**config.mk**
```make
export PLATFORM = sky130hd
export DESIGN_NAME = conv1_layer1_dense_accum
export DESIGN_NICKNAME = d
export VERILOG_FILES = /design/src/rtl/conv1_layer1_dense_accum.sv
export SDC_FILE = /design/constraint.sdc
export NUM_CORES = 2
export LEC_CHECK = 0
export ABC_AREA = 1
export CAP_MARGIN = 10
export CELL_PAD_IN_SITES_DETAIL_PLACEMENT = 1
export CELL_PAD_IN_SITES_GLOBAL_PLACEMENT = 1
export CORE_MARGIN = 8
export CORE_UTILIZATION = 43
export CTS_CLUSTER_SIZE = 8
export DETAILED_ROUTE_END_ITERATION = 16
export GPL_TIMING_DRIVEN = 0
export PLACE_DENSITY = 0.8
export SYNTH_ARGS = -nofsm -noshare
export SYNTH_HDL_FRONTEND = slang
export SYNTH_SLANG_ARGS = --single-unit
```
**constraint.sdc**
```tcl
create_clock -name clk -period 3.65 [get_ports clk]
set_input_delay 0.9125 -clock clk [delete_from_list [all_inputs] [get_ports clk]]
set_output_delay 0.9125 -clock clk [all_outputs]
set_load 0.02 [all_outputs]
```
**src/rtl/conv1_layer1_dense_accum.sv**
```systemverilog
// Reduces the 25-lane conv1 product word through a pipelined signed adder tree, then
// accumulates ACC_LEN tree sums into one saturating output-feature value for writeback.
module conv1_layer1_dense_accum #(
   parameter int NUM_LANE = 25,
   parameter int PROD_W   = 32,
   parameter int ACC_W    = 48,
   parameter int ACC_LEN  = 8
) (
   input  logic                       clk,
   input  logic                       rst,
   input  logic                       start,
   input  logic [NUM_LANE*PROD_W-1:0] mult_res,
   input  logic                       mult_res_v,
   output logic [ACC_W-1:0]           acc_res,
   output logic                       acc_res_v,
   output logic                       acc_ovf,
   output logic                       busy
);

   localparam int TW = 37;
   localparam logic signed [ACC_W:0] MaxVal = {2'b00, {(ACC_W-1){1'b1}}};
   localparam logic signed [ACC_W:0] MinVal = {2'b11, {(ACC_W-1){1'b0}}};

   typedef enum logic {IDLE, ACCUM} state_t;

   logic signed [TW-1:0] lane_q [NUM_LANE];
   logic signed [TW-1:0] s1_q [13];
   logic signed [TW-1:0] s2_q [7];
   logic signed [TW-1:0] s3_q [4];
   logic signed [TW-1:0] s4_q [2];
   logic signed [TW-1:0] s5_q;
   logic [5:0]           stageV_q;

   state_t               state_q, state_d;
   logic signed [ACC_W-1:0] acc_q, acc_d;
   logic [7:0]           beatCnt_q, beatCnt_d;
   logic [ACC_W-1:0]     res_q, res_d;
   logic                 resV_q, resV_d;
   logic                 ovf_q, ovf_d;

   logic signed [ACC_W:0]   baseExt, sumExt, nextFull;
   logic signed [ACC_W-1:0] satVal;
   logic                    satHit;
   logic [7:0]              cntInc;

   // Valid chain: stage 0 is the input capture register, stage 5 is the tree sum.
   always_ff @(posedge clk) begin
      if (rst || start) stageV_q <= '0;
      else              stageV_q <= {stageV_q[4:0], mult_res_v};
   end

   // Tree data needs no reset; the valid chain alone qualifies it.
   always_ff @(posedge clk) begin
      for (int i = 0; i < NUM_LANE; i++)
         lane_q[i] <= TW'($signed(mult_res[i*PROD_W +: PROD_W]));
      for (int i = 0; i < 12; i++) s1_q[i] <= lane_q[2*i] + lane_q[2*i+1];
      s1_q[12] <= lane_q[24];
      for (int i = 0; i < 6; i++) s2_q[i] <= s1_q[2*i] + s1_q[2*i+1];
      s2_q[6] <= s1_q[12];
      for (int i = 0; i < 3; i++) s3_q[i] <= s2_q[2*i] + s2_q[2*i+1];
      s3_q[3] <= s2_q[6];
      s4_q[0] <= s3_q[0] + s3_q[1];
      s4_q[1] <= s3_q[2] + s3_q[3];
      s5_q    <= s4_q[0] + s4_q[1];
   end

   // From IDLE the first beat starts from zero, so back-to-back groups need no bubble.
   always_comb begin
      baseExt  = (state_q == ACCUM) ? {acc_q[ACC_W-1], acc_q} : '0;
      sumExt   = (ACC_W+1)'(s5_q);
      nextFull = baseExt + sumExt;
      satHit   = 1'b0;
      satVal   = nextFull[ACC_W-1:0];
      if (nextFull > MaxVal) begin
         satVal = MaxVal[ACC_W-1:0];
         satHit = 1'b1;
      end else if (nextFull < MinVal) begin
         satVal = MinVal[ACC_W-1:0];
         satHit = 1'b1;
      end
      cntInc = ((state_q == ACCUM) ? beatCnt_q : 8'd0) + 8'd1;

      state_d   = state_q;
      acc_d     = acc_q;
      beatCnt_d = beatCnt_q;
      res_d     = res_q;
      resV_d    = 1'b0;
      ovf_d     = ovf_q;
      if (stageV_q[5]) begin
         if (satHit) ovf_d = 1'b1;
         if (cntInc == 8'(ACC_LEN)) begin
            res_d     = satVal;
            resV_d    = 1'b1;
            acc_d     = '0;
            beatCnt_d = '0;
            state_d   = IDLE;
         end else begin
            acc_d     = satVal;
            beatCnt_d = cntInc;
            state_d   = ACCUM;
         end
      end
   end

   // start clears everything except the last published result.
   always_ff @(posedge clk) begin
      if (rst) begin
         state_q   <= IDLE;
         acc_q     <= '0;
         beatCnt_q <= '0;
         res_q     <= '0;
         resV_q    <= 1'b0;
         ovf_q     <= 1'b0;
      end else if (start) begin
         state_q   <= IDLE;
         acc_q     <= '0;
         beatCnt_q <= '0;
         resV_q    <= 1'b0;
         ovf_q     <= 1'b0;
      end else begin
         state_q   <= state_d;
         acc_q     <= acc_d;
         beatCnt_q <= beatCnt_d;
         res_q     <= res_d;
         resV_q    <= resV_d;
         ovf_q     <= ovf_d;
      end
   end

   assign acc_res   = res_q;
   assign acc_res_v = resV_q;
   assign acc_ovf   = ovf_q;
   assign busy      = (state_q == ACCUM) | (|stageV_q);

endmodule

```
Word level (Yosys, flattened, before mapping)
Memory sizes are Yosys's and may differ from the RTL's.
Cells that the tools add are included.
- add/subtract/negate cells: 26
- $lt $le $gt $ge: 2
- eq/ne operators: 1
- multiplexer cells: 10
- bitwise gates (word level): 3
- reduce and logical (&&, ||, !) cells: 6
- operators by type and width (cell ; number):
    $add 37x37->37 ; 24
    $mux 48 ; 3
    $add 49x37->49 ; 1
    $gt 49x48->1 const B ; 1
    $lt 49x48->1 const B ; 1
    $mux 49 ; 1
    $mux 8 ; 2
    $add 8x1->8 const B ; 1
    $eq 8x4->1 const B ; 1
    $reduce_or 6->1 ; 1
    $mux 1 ; 4
    $reduce_and 3->1 ; 1
    $reduce_or 3->1 ; 1
    $not 1->1 ; 2
    $reduce_and 2->1 ; 1
    $reduce_or 2->1 ; 1
    $logic_or 1x1->1 ; 1
    $or 1x1->1 ; 1
- register bits after elaboration: 150
- RAM bits: 1887
- bits of input ports: 804
- memories: 5
- memory list (memory ; words ; width ; rd ports ; clocked after Yosys merged registers in ; wr ports ; RTL line ; RTL):
    lane_q ; 25 ; 37 ; 25 ; 0 ; 25 ; 26 ; logic signed [TW-1:0] lane_q [NUM_LANE];
    s1_q ; 13 ; 37 ; 13 ; 0 ; 13 ; 27 ; logic signed [TW-1:0] s1_q [13];
    s2_q ; 7 ; 37 ; 7 ; 0 ; 7 ; 28 ; logic signed [TW-1:0] s2_q [7];
    s3_q ; 4 ; 37 ; 4 ; 0 ; 4 ; 29 ; logic signed [TW-1:0] s3_q [4];
    s4_q ; 2 ; 37 ; 2 ; 0 ; 2 ; 30 ; logic signed [TW-1:0] s4_q [2];

Longest topological paths before layout
- word-level depth: 6
- gate-level depth with buffers: 25
- gate-level depth less buffers: 22

Worst setup path after synthesis
OpenSTA, ideal clock, no wires.
- kind: register -> register
- from: register state_q
- to: register res_q[18], in the netlist acc_res[18]
- setup time: 113 ps
- data arrival time: 3036 ps
- data required time: 3537 ps
- path slack: 501 ps
- cell stages (with the launch flop): 26
- path buffers: 4
- cells stage by stage: dfxtp_1 clkbuf_1 buf_1 nand2_1 inv_1 ha_1 inv_1 fa_1 inv_1 nand3_1 nand2_1 nand2_1 nand2_1 nand2_1 nand2_1 nand2_1 nand3_1 nand2_1 nand2_1 nand2_1 buf_6 buf_6 nand2_1 nand2_1 o21ai_1 inv_1
- cells in the longest elaborated chain, start to end: 5
- RTL lines (item ; RTL line ; RTL):
    start: declaration ; 34 ; state_t state_q, state_d;
    start signal: assignment ; 121 ; state_q <= state_d;
    $mux 49 ; 69 ; baseExt = (state_q == ACCUM) ? {acc_q[ACC_W-1], acc_q} : '0;
    $add 49x37->49 ; 71 ; nextFull = baseExt + sumExt;
    $lt 49x48->1 ; 77 ; end else if (nextFull < MinVal) begin
    $mux 48 ; 77 ;
    $mux 48 ; 74 ; if (nextFull > MaxVal) begin
    end signal: assignment ; 124 ; res_q <= res_d;
    end: declaration ; 37 ; logic [ACC_W-1:0] res_q, res_d;
Parallel ways exist; a longest one is shown, timed or not.
A chain may end at the register's enable or synchronous reset.

==> impl_metrics.json <==
{
  "wl_met1_um": 143000,
  "dp_cells": 14600,
  "r2r_start": "s1_q[0][2]",
  "layout.cells.non_filler": 15000,
  "setup_ws_ns": 0.0374,
  "hold_slack_ns": 0.292,
  "clk_latency_ns": 0.93,
  "r2r_setup_slack_ns": 0.04,
  "maxSlewHeadroom_pct": 32.5,
  "hold_depth": 0,
  "grt_pass1_wl_um": 503000,
  "cp-startpoint": "s1_q[0][2]",
  "pin_count": 855,
  "rr_endpoint": "s2_q[0][27]",
  "antenna_found_initial": 56,
  "synth_cells": 11000,
  "viasPerCell": 5.29,
  "setup_tns_ns": 0,
  "wl_um": 331000,
  "synth_top_cell_by_area": "dfxtp_1",
  "core_um2": 207000,
  "cap_violations": 0,
  "ys_seq_elements": 1897,
  "postSynth.asyncResetShare_pct": 0,
  "nets": 13800,
  "crit_arrival_ns": 4.30,
  "post-route-min-period_ns": 3.61,
  "clock_sinks": 1897,
  "crit_fanout": 5,
  "finalInstanceArea_um2": 110000,
  "die_x_um": 473,
  "final_layout_size_suffix_gt1_share_pct": 3.17,
  "cts_root_buf": "clkbuf_16",
  "setup_violations": 0,
  "synthesis.area_um2": 89700,
  "syn-num-nets": 12700,
  "gp_congestion": 0.941,
  "routed-wl-met3_um": 13200,
  "synth_most_common_cell": "nand2_1",
  "worst_path_max_delay_cell": "xor2_1",
  "yosys_warnings": 0,
  "finClkSkew_ns": 0.0752,
  "holdPathEnd": "s3_q[3][21]",
  "fmax_mhz": 277,
  "initialDrtViolationCount": 3855,
  "hp-start": "s2_q[6][21]",
  "grt-ovfl-total": 0,
  "grt_max_degree": 17,
  "syn_area_per_cell_um2": 8.17,
  "startpoint_type": "flop",
  "ys_top_cells_by_count": "nand2_1, dfxtp_1, inv_1",
  "hpwlAfterDp_um": 273000,
  "worstHoldPathType": "reg -> reg",
  "cellPowerDensity_nw_per_um2": 857,
  "cp_top_family": "compound AO/OA/AOI/OAI gates",
  "grt_usage_pct": 28.3,
  "tightest_slew_ns": 1.01,
  "start_util_pct": 43.3,
  "irDropWorstVdd_mv": 0.613,
  "status": "complete, no violations",
  "port_buffers": 854,
  "synth.distinct_cells": 43,
  "cts_inserted_buffers": 290,
  "clockBufferDepth": 4,
  "cp-end-kind": "flop",
  "num_vias": 79400,
  "fp.dieH_um": 473,
  "h-tree-depth": 5,
  "grt_pass1_vias": 86700,
  "drt_pass1_iterations": 5,
  "post-route-period-util_pct": 99.0,
  "postRouteAntennaNets": 0,
  "critPathMaxStageDelay_ns": 0.70,
  "crit_required_ns": 4.34,
  "dieArea_um2": 223000,
  "synth_top_flop_cell": "dfxtp_1",
  "wl_met2_um": 161000,
  "wl_per_cell_um": 22.1,
  "postPlaceCellArea_um2": 102000,
  "reg2reg_depth": 8,
  "maxUsedRoutingLayer": "met5",
  "cts_tree": "yes",
  "row_count": 167,
  "synth.top_cell.area_share_pct": 42.3,
  "synth_edf_count": 0,
  "hold_viol": 0,
  "drc": 0,
  "fillCellCount": 24600,
  "worstPathCellList": "ha_1 -> a21oi_1 -> nand2_1 -> a21oi_1 -> o21ai_0 -> a21boi_0 -> o21ai_0 -> xor2_1",
  "syn2layout_area_growth_pct": 22.1,
  "crit_type": "reg -> reg",
  "clk_pin_slew_ns": 0.05,
  "final_max_slew_viol_count": 0,
  "p_leak_nw": 50.1,
  "pre_cts_ws_ns": -0.996,
  "crit_buf_inv": 0,
  "synthTopCellsByArea": "dfxtp_1, ha_1, nand2_1",
  "yosysSeqAreaShare_pct": 42.3
}
[final cells by class]
class                      count  area [µm²]  area share (%)
tap                         2788        3490            3.18
clock inverter                14         170           0.155
antenna                       46         115           0.105
sequential                  1897       38000            34.7
timing repair buffer         855        8560            7.81
inverter                    1266        4750            4.34
multi-input combinational   7770       46800            42.7
clock buffer                 307        7460            6.81
buffer                        50         297           0.271
[how the worst max path moves through the flow]
| stage | slack, ns | to | depth (start not counted) |
|---|---|---|---|
| 2_1_floorplan | 0.50 | acc_res[18] | 25 |
| 4_1_cts | 0.004 | acc_q[45] | 22 |
| 6_report | 0.04 | s2_q[0][27] | 8 |
| 3_3_place_gp | -0.81 | acc_res[18] | 25 |
| 5_1_grt | -0.02 | s2_q[0][27] | 8 |
| 3_5_place_dp | -1.0 | acc_q[25] | 24 |
[through the flow]
| step | power, mW | utilization [%] |
|---|---|---|
| after CTS | 94.3 | 52.8 |
| final | 93.9 | 52.9 |
| after floorplan | 54.7 | - |
| after global routing | 99.9 | 52.9 |
| after global placement | 69.8 | 49.1 |
| after detailed placement | 70.4 | 49.1 |
[layer usage]
| layer | up-vias | track usage (%) |
|---|---|---|
| li1 | 38700 | - |
| met1 | 38200 | 34.9 |
| met2 | 1826 | 50.4 |
| met3 | 587 | 3.97 |
| met4 | 14 | 10.4 |
| met5 | - | 0 |
[report_power, final]
| part | switching [mW] | internal, mW | total (mW) | leakage [nW] |
|---|---|---|---|---|
| combinational | 28.2 | 14.3 | 42.5 | 30.4 |
| clock | 8.97 | 14.3 | 23.3 | 3.75 |
| sequential | 2.61 | 25.5 | 28.1 | 16.0 |
[sequential cells by signal (all words and copies together) (netlist names)]
register   flops
s1_q         476
acc_ovf        1
beatCnt_q      8
lane_q       800
s2_q         254
stageV_q       6
s5_q          37
acc_q         48
acc_res_v      1
s3_q         143
s4_q          74
state_q        1
acc_res       48
[cells in the final DEF (no fill, tap or decap), drive strengths merged, types with 42 or more instances in the layout]
cell,Yosys,routed
a21boi,68,68
a21o,134,134
a21oi,1107,1107
a31oi,164,164
clkbuf,27,333
clkdlybuf4s50,0,854
dfxtp,1897,1897
diode,0,46
ha,865,865
inv,1265,1270
nand2,2107,2107
nand3,270,270
nand4,93,93
nor2,988,988
nor3,84,84
nor4,100,100
o211ai,42,42
o21a,75,75
o21ai,648,648
o21bai,85,85
o221ai,59,59
xnor2,274,274
xor2,514,514
[kinds of logic (layout without fill, tap and decap cells)]
| family | count (synthesis) | count (layout) | synth area share, % |
|---|---|---|---|
| AND/OR/NAND/NOR | 3681 | 3681 | 16.6 |
| AO/OA/AOI/OAI | 2411 | 2411 | 15.2 |
| other | 0 | 46 | 0 |
| buffers and inverters | 1317 | 2492 | 5.60 |
| adder cells (fa/ha/maj) | 890 | 890 | 12.6 |
| flip-flops | 1897 | 1897 | 42.3 |
| XOR/XNOR | 788 | 788 | 7.69 |
[repair_timing]
| action | CTS | global route |
|---|---|---|
| pin swaps | 1 | 3 |
| gates resized for setup | 20 | 16 |
| cloned | 0 | 0 |
| setup endpoints to repair | 103 | 95 |
| hold buffers | 0 | 0 |
| buffers inserted | 0 | 1 |
No activity file was read; power rests on OpenSTA's default activity.
